## src/rtl/emu_ff_scan_ctrl_if.sv

```systemverilog
// Bundle of host command, dump/restore beat streams and DUT scan pins for emu_ff_scan_ctrl.
// slave is the controller's view; master is the host/DUT-side view.
interface emu_ff_scan_ctrl_if #(
    parameter int DATA_WIDTH = 64
);
    logic                  cmd_valid;
    logic                  cmd_ready;
    logic [1:0]            cmd_op;
    logic                  cmd_keep;
    logic                  done;
    logic                  busy;
    logic                  emu_halt;
    logic                  ff_scan;
    logic                  ff_dir;
    logic [DATA_WIDTH-1:0] ff_sdi;
    logic [DATA_WIDTH-1:0] ff_sdo;
    logic                  dout_valid;
    logic                  dout_ready;
    logic [DATA_WIDTH-1:0] dout_data;
    logic                  din_valid;
    logic                  din_ready;
    logic [DATA_WIDTH-1:0] din_data;

    modport slave (
        input  cmd_valid, cmd_op, cmd_keep, ff_sdo, dout_ready, din_valid, din_data,
        output cmd_ready, done, busy, emu_halt, ff_scan, ff_dir, ff_sdi,
               dout_valid, dout_data, din_ready
    );

    modport master (
        output cmd_valid, cmd_op, cmd_keep, ff_sdo, dout_ready, din_valid, din_data,
        input  cmd_ready, done, busy, emu_halt, ff_scan, ff_dir, ff_sdi,
               dout_valid, dout_data, din_ready
    );
endinterface

```

## src/rtl/emu_ff_scan_ctrl.sv

```systemverilog
// Host-side flip-flop scan chain controller: halts the emulated DUT, then dumps the chain
// (SDO looped back to SDI so state survives) or restores it from a beat source.
module emu_ff_scan_ctrl #(
    parameter int CHAIN_WORDS = 4,
    parameter int DATA_WIDTH  = 64
) (
    input  logic                  clk,
    input  logic                  rst_n,
    emu_ff_scan_ctrl_if.slave     bus,
    output logic [1:0]            dbg_state
);
    localparam int CNT_W = $clog2(CHAIN_WORDS + 1);

    localparam logic [1:0] IDLE   = 2'd0;
    localparam logic [1:0] SETTLE = 2'd1;
    localparam logic [1:0] SCAN   = 2'd2;
    localparam logic [1:0] FIN    = 2'd3;

    localparam logic [1:0] OP_HALT   = 2'd2;
    localparam logic [1:0] OP_RESUME = 2'd3;

    localparam logic [CNT_W-1:0] LAST_BEAT = CNT_W'(CHAIN_WORDS - 1);

    logic [1:0]            state;
    logic                  halt_q;
    logic                  dir_q;
    logic                  keep_q;
    logic [CNT_W-1:0]      cnt;
    logic                  in_scan;
    logic                  shift;
    logic                  cmd_fire;
    logic [DATA_WIDTH-1:0] sdi_word;

    // Handshakes: a transfer happens on a cycle where valid & ready are both high.
    // Within SCAN the chain shifts exactly on the beat handshake, so a stalled
    // partner simply freezes the chain and no beat is dropped or repeated.
    assign in_scan  = (state == SCAN);
    assign shift    = in_scan & (dir_q ? bus.din_valid : bus.dout_ready);
    assign cmd_fire = bus.cmd_valid & (state == IDLE);
    assign sdi_word = (in_scan & dir_q) ? bus.din_data : '0;

    always_ff @(posedge clk or negedge rst_n) begin
        if (!rst_n) begin
            state  <= IDLE;
            halt_q <= 1'b0;
            dir_q  <= 1'b0;
            keep_q <= 1'b0;
            cnt    <= '0;
        end else begin
            case (state)
                IDLE: begin
                    if (cmd_fire) begin
                        case (bus.cmd_op)
                            OP_HALT: begin
                                halt_q <= 1'b1;
                                state  <= FIN;
                            end
                            OP_RESUME: begin
                                halt_q <= 1'b0;
                                state  <= FIN;
                            end
                            default: begin
                                halt_q <= 1'b1;
                                dir_q  <= bus.cmd_op[0];
                                keep_q <= bus.cmd_keep;
                                cnt    <= '0;
                                state  <= SETTLE;
                            end
                        endcase
                    end
                end
                SETTLE: state <= SCAN;
                SCAN: begin
                    if (shift) begin
                        cnt <= cnt + 1'b1;
                        if (cnt == LAST_BEAT) begin
                            halt_q <= keep_q;
                            state  <= FIN;
                        end
                    end
                end
                default: state <= IDLE;
            endcase
        end
    end

    assign bus.cmd_ready  = (state == IDLE);
    assign bus.busy       = (state != IDLE);
    assign bus.done       = (state == FIN);
    assign bus.emu_halt   = halt_q;
    assign bus.ff_dir     = (state != IDLE) ? dir_q : 1'b0;
    assign bus.ff_scan    = shift;
    assign bus.ff_sdi     = sdi_word;
    assign bus.dout_valid = in_scan & ~dir_q;
    assign bus.dout_data  = (in_scan & ~dir_q) ? bus.ff_sdo : '0;
    assign bus.din_ready  = in_scan & dir_q;
    assign dbg_state      = state;
endmodule

```

## src/flat_wrapper.sv

```systemverilog
// flat-port wrapper written by rule: the top's interface ports become plain ports
module emu_ff_scan_ctrl_flat 
#(
    parameter int CHAIN_WORDS = 4,
    parameter int DATA_WIDTH  = 64
)
  (clk, rst_n, dbg_state, bus_cmd_valid, bus_cmd_op, bus_cmd_keep, bus_ff_sdo, bus_dout_ready, bus_din_valid, bus_din_data, bus_cmd_ready, bus_done, bus_busy, bus_emu_halt, bus_ff_scan, bus_ff_dir, bus_ff_sdi, bus_dout_valid, bus_dout_data, bus_din_ready);
  emu_ff_scan_ctrl_if #(.DATA_WIDTH(DATA_WIDTH)) bus_i ();
  input  logic clk;
  input  logic rst_n;
  output logic [1:0] dbg_state;
  input wire logic [$bits(bus_i.cmd_valid)-1:0] bus_cmd_valid;
  input wire logic [$bits(bus_i.cmd_op)-1:0] bus_cmd_op;
  input wire logic [$bits(bus_i.cmd_keep)-1:0] bus_cmd_keep;
  input wire logic [$bits(bus_i.ff_sdo)-1:0] bus_ff_sdo;
  input wire logic [$bits(bus_i.dout_ready)-1:0] bus_dout_ready;
  input wire logic [$bits(bus_i.din_valid)-1:0] bus_din_valid;
  input wire logic [$bits(bus_i.din_data)-1:0] bus_din_data;
  output wire logic [$bits(bus_i.cmd_ready)-1:0] bus_cmd_ready;
  output wire logic [$bits(bus_i.done)-1:0] bus_done;
  output wire logic [$bits(bus_i.busy)-1:0] bus_busy;
  output wire logic [$bits(bus_i.emu_halt)-1:0] bus_emu_halt;
  output wire logic [$bits(bus_i.ff_scan)-1:0] bus_ff_scan;
  output wire logic [$bits(bus_i.ff_dir)-1:0] bus_ff_dir;
  output wire logic [$bits(bus_i.ff_sdi)-1:0] bus_ff_sdi;
  output wire logic [$bits(bus_i.dout_valid)-1:0] bus_dout_valid;
  output wire logic [$bits(bus_i.dout_data)-1:0] bus_dout_data;
  output wire logic [$bits(bus_i.din_ready)-1:0] bus_din_ready;
  assign bus_i.cmd_valid = bus_cmd_valid;
  assign bus_i.cmd_op = bus_cmd_op;
  assign bus_i.cmd_keep = bus_cmd_keep;
  assign bus_i.ff_sdo = bus_ff_sdo;
  assign bus_i.dout_ready = bus_dout_ready;
  assign bus_i.din_valid = bus_din_valid;
  assign bus_i.din_data = bus_din_data;
  assign bus_cmd_ready = bus_i.cmd_ready;
  assign bus_done = bus_i.done;
  assign bus_busy = bus_i.busy;
  assign bus_emu_halt = bus_i.emu_halt;
  assign bus_ff_scan = bus_i.ff_scan;
  assign bus_ff_dir = bus_i.ff_dir;
  assign bus_ff_sdi = bus_i.ff_sdi;
  assign bus_dout_valid = bus_i.dout_valid;
  assign bus_dout_data = bus_i.dout_data;
  assign bus_din_ready = bus_i.din_ready;
  emu_ff_scan_ctrl #(.CHAIN_WORDS(CHAIN_WORDS), .DATA_WIDTH(DATA_WIDTH)) u_core (.clk(clk), .rst_n(rst_n), .bus(bus_i), .dbg_state(dbg_state));
endmodule
```

## config.mk

```make
export PLATFORM = sky130hd
export DESIGN_NAME = emu_ff_scan_ctrl_flat
export DESIGN_NICKNAME = d
export VERILOG_FILES = /design/src/rtl/emu_ff_scan_ctrl_if.sv /design/src/rtl/emu_ff_scan_ctrl.sv /design/src/flat_wrapper.sv
export SDC_FILE = /design/constraint.sdc
export NUM_CORES = 1
export LEC_CHECK = 0
export BUFFER_PORTS_ARGS = -buffer_cell sky130_fd_sc_hd__buf_4
export CAP_MARGIN = 20
export CORE_AREA = 2 2 106 108
export CTS_CLUSTER_SIZE = 25
export DETAILED_ROUTE_END_ITERATION = 10
export DIE_AREA = 0 0 108 110
export PLACE_DENSITY = 0.56
export SLEW_MARGIN = 20
export SYNTH_ARGS = -nofsm -noshare
export SYNTH_HDL_FRONTEND = slang
export SYNTH_SLANG_ARGS = --single-unit
```

## constraint.sdc

```tcl
create_clock -name clk -period 1.9 [get_ports clk]
set_input_delay 0.285 -clock clk [delete_from_list [all_inputs] [get_ports clk]]
set_output_delay 0.285 -clock clk [all_outputs]
set_load 0.005 [all_outputs]
```

==> reports/qor.csv <==
metric,value,unit
netlist_instances,209,
vias,2561,
crit_type,reg -> out,
start_util,13.7,%
leakage,2.33,nW
clock_latency,0.23,ns
first_global_vias,2323,
row_count,38,
drive_gt1_share,63.2,%
hold_path.startpoint,bus_cmd_keep,
fin_nets,618,
synth_seq_cells,8,
worstPathMaxFanout,32,
area_delta_synth_final,161,%
fin_crit,1.88,ns
min_path_type,in -> reg,
setup_slack,0.0247,ns
drt_iter0_markers,122,
synthDistinctLibCells,29,
via_per_inst,4.16,
tightestPinTransition,0.315,ns
grt_max_degree,62,
wl_per_cell,17.3,um
finClkSkew,0.000808,ns
drv_slew,0,
drcViolationCount,0,
ant_nets,0,
r2r_start,u_core.dbg_state[1],
crit_required,1.62,ns
globalRoute.totalOverflow,0,
clockRootBuffer,clkbuf_8,
syn_nets,351,
cts_sinks,8,
layout.cells.non_filler,615,
yosys_warnings,0,
core,10700,sq um
synth_area,1470,sq um
startpoint,u_core.dbg_state[1],
die_area,11900,sq um
maxCapViolations,0,
finalCoreUtilization,35.8,%
pre_cts_ws,0.111,ns
finalSetupTns,0,ns
gp_congestion,0.835,
ir_drop,0.000657,V
worstPathArrival,1.59,ns
num_io_pins,274,
slew_headroom,78.6,%
dpl.hpwl,8950,um
min_period_over_period,98.7,%
cts_buffers,3,
die_h,110,um
firstDrtPassIters,4,
holdWs,0.267,ns
num_antenna_cells,0,
grt_use_total,15.2,%
placedCellCount,604,
clkTransAtPathRegs,0.04,ns
setup_viol,0,
syn_avg_cell_area,7.02,sq um
ys_seq_area_share,13.7,%
p_per_area,1030,nW/um^2
dieWidth,108,um
clk_path_buf_depth,2,
setup.worst_path.end_class,output pin,
antenna_found_initial,0,
rsz0062_at_grt,yes,
final-hold-violation-count,0,
start_kind,register,
htreeDepth,1,
grt_pass1_wl,13700,um
port_buffers,273,
max_freq,0.533,GHz
cts_tree,yes,
status,"finished, final reports clean",
wirelength,10700,um
## synth_stat cells
cell | count | area, sq um
o32ai_1 | 1 | 8.76
clkbuf_2 | 6 | 30.0
mux2_2 | 3 | 33.8
mux2_4 | 1 | 15.0
nor2_1 | 1 | 3.75
o211ai_1 | 1 | 7.51
buf_6 | 1 | 11.3
a21oi_1 | 2 | 10.0
nand2_1 | 8 | 30.0
and2_1 | 65 | 407
clkbuf_1 | 15 | 56.3
nand2b_1 | 1 | 6.26
mux2i_2 | 1 | 13.8
nand3b_1 | 1 | 7.51
o21ai_0 | 1 | 5.00
and3b_1 | 1 | 8.76
o2bb2ai_1 | 1 | 8.76
dfrtp_1 | 8 | 200
and3_1 | 64 | 400
ha_1 | 6 | 75.1
mux2i_1 | 1 | 10.0
a221oi_2 | 1 | 15.0
o2111ai_1 | 1 | 8.76
inv_1 | 8 | 30.0
nand3_1 | 3 | 15.0
a22oi_1 | 1 | 7.51
nor2b_1 | 3 | 18.8
a211oi_2 | 1 | 12.5
buf_2 | 2 | 10.0
## registers in the layout (all words and copies together) (netlist names)
name / cells
u_core.dbg_state: 2
u_core.dir_q: 1
u_core.cnt: 3
u_core.bus.emu_halt: 1
u_core.keep_q: 1
## through the flow
step	power, mW	area (sq um)
after floorplan	1.74	1470
after global placement	3.42	3660
after detailed placement	3.46	3660
after CTS	3.86	3780
after global routing	4.25	3830
final	3.94	3830
## critical path: stages (launching register included)
cell	delay [ns]
dfrtp_2	0.45
ha_4	0.17
nor2b_4	0.13
bufbuf_16	0.30
and2_1	0.17
buf_4	0.13
## where the power goes
group          switching [mW]  leakage (nW)  internal (mW)  total, mW
Sequential             0.0959        0.0985          0.248      0.344
Clock                  0.0712        0.0228          0.146      0.217
Combinational            1.47          2.21           1.90       3.38
Total                    1.64          2.33           2.30       3.94
## final cells by class
type / count / area, sq um
repair buffers: 286 / 2220
clock buffers: 4 / 45.0
flip-flops and latches: 8 / 203
fillers: 1129 / 6870
inverters: 8 / 30.0
well taps: 140 / 175
multi-input cells: 169 / 1150
## placed cells by master (no fill, tap or decap), types with 2 or more instances in the layout
master and count:
a21oi_1 2, and2_1 65, and3_1 64, buf_12 2, buf_4 279, buf_6 2
clkbuf_8 3, dfrtp_1 6, dfrtp_2 2, ha_1 5, inv_1 7, mux2_2 3
nand2_1 8, nand3_1 3, nor2b_1 2
## routing by layer
| metal | routed length (um) | up-vias | share of wire (%) | global-route usage (%) |
|---|---|---|---|---|
| li1 | - | 1232 | - | - |
| met1 | 4210 | 1178 | 40 | 19.3 |
| met2 | 5280 | 137 | 50 | 26.6 |
| met3 | 865 | 14 | 8.1 | 2.70 |
| met4 | 291 | 0 | 2.7 | 4.12 |
| met5 | 0 | - | 0 | 0 |
## what timing repair did
| item | 4_1_cts | 5_1_grt |
|---|---|---|
| hold buffers | 1 | 0 |
| gates cloned | 1 | 1 |
| setup endpoints to repair | 65 | 125 |
| hold endpoints to repair | 8 | 0 |
| resized for setup | 2 | 3 |
| setup buffers | 3 | 1 |
## worst paths after layout
kind                                            end  slack [ns]  cells after the start
worst max-delay path               bus_dout_data[4]        0.02                      5
worst min-delay path                  u_core.keep_q        0.27                      3
worst max register to register  u_core.dbg_state[1]        0.07                      6
worst min register to register        u_core.keep_q        0.49                      2
max in group asynchronous              u_core.dir_q        1.32                      2
min in group asynchronous       u_core.bus.emu_halt        0.43                      2
## logic make-up (layout without fill, tap and decap cells)
logic type | after synthesis | count (layout) | synth area share, %
AO/OA/AOI/OAI | 10 | 10 | 5.72
multiplexers | 6 | 6 | 4.95
flip-flops | 8 | 8 | 13.7
buffers and inverters | 32 | 298 | 9.39
AND/OR/NAND/NOR | 147 | 147 | 61.2
adder cells (fa/ha/maj) | 6 | 6 | 5.12
Note: power is estimated with default switching activity, not from simulation.
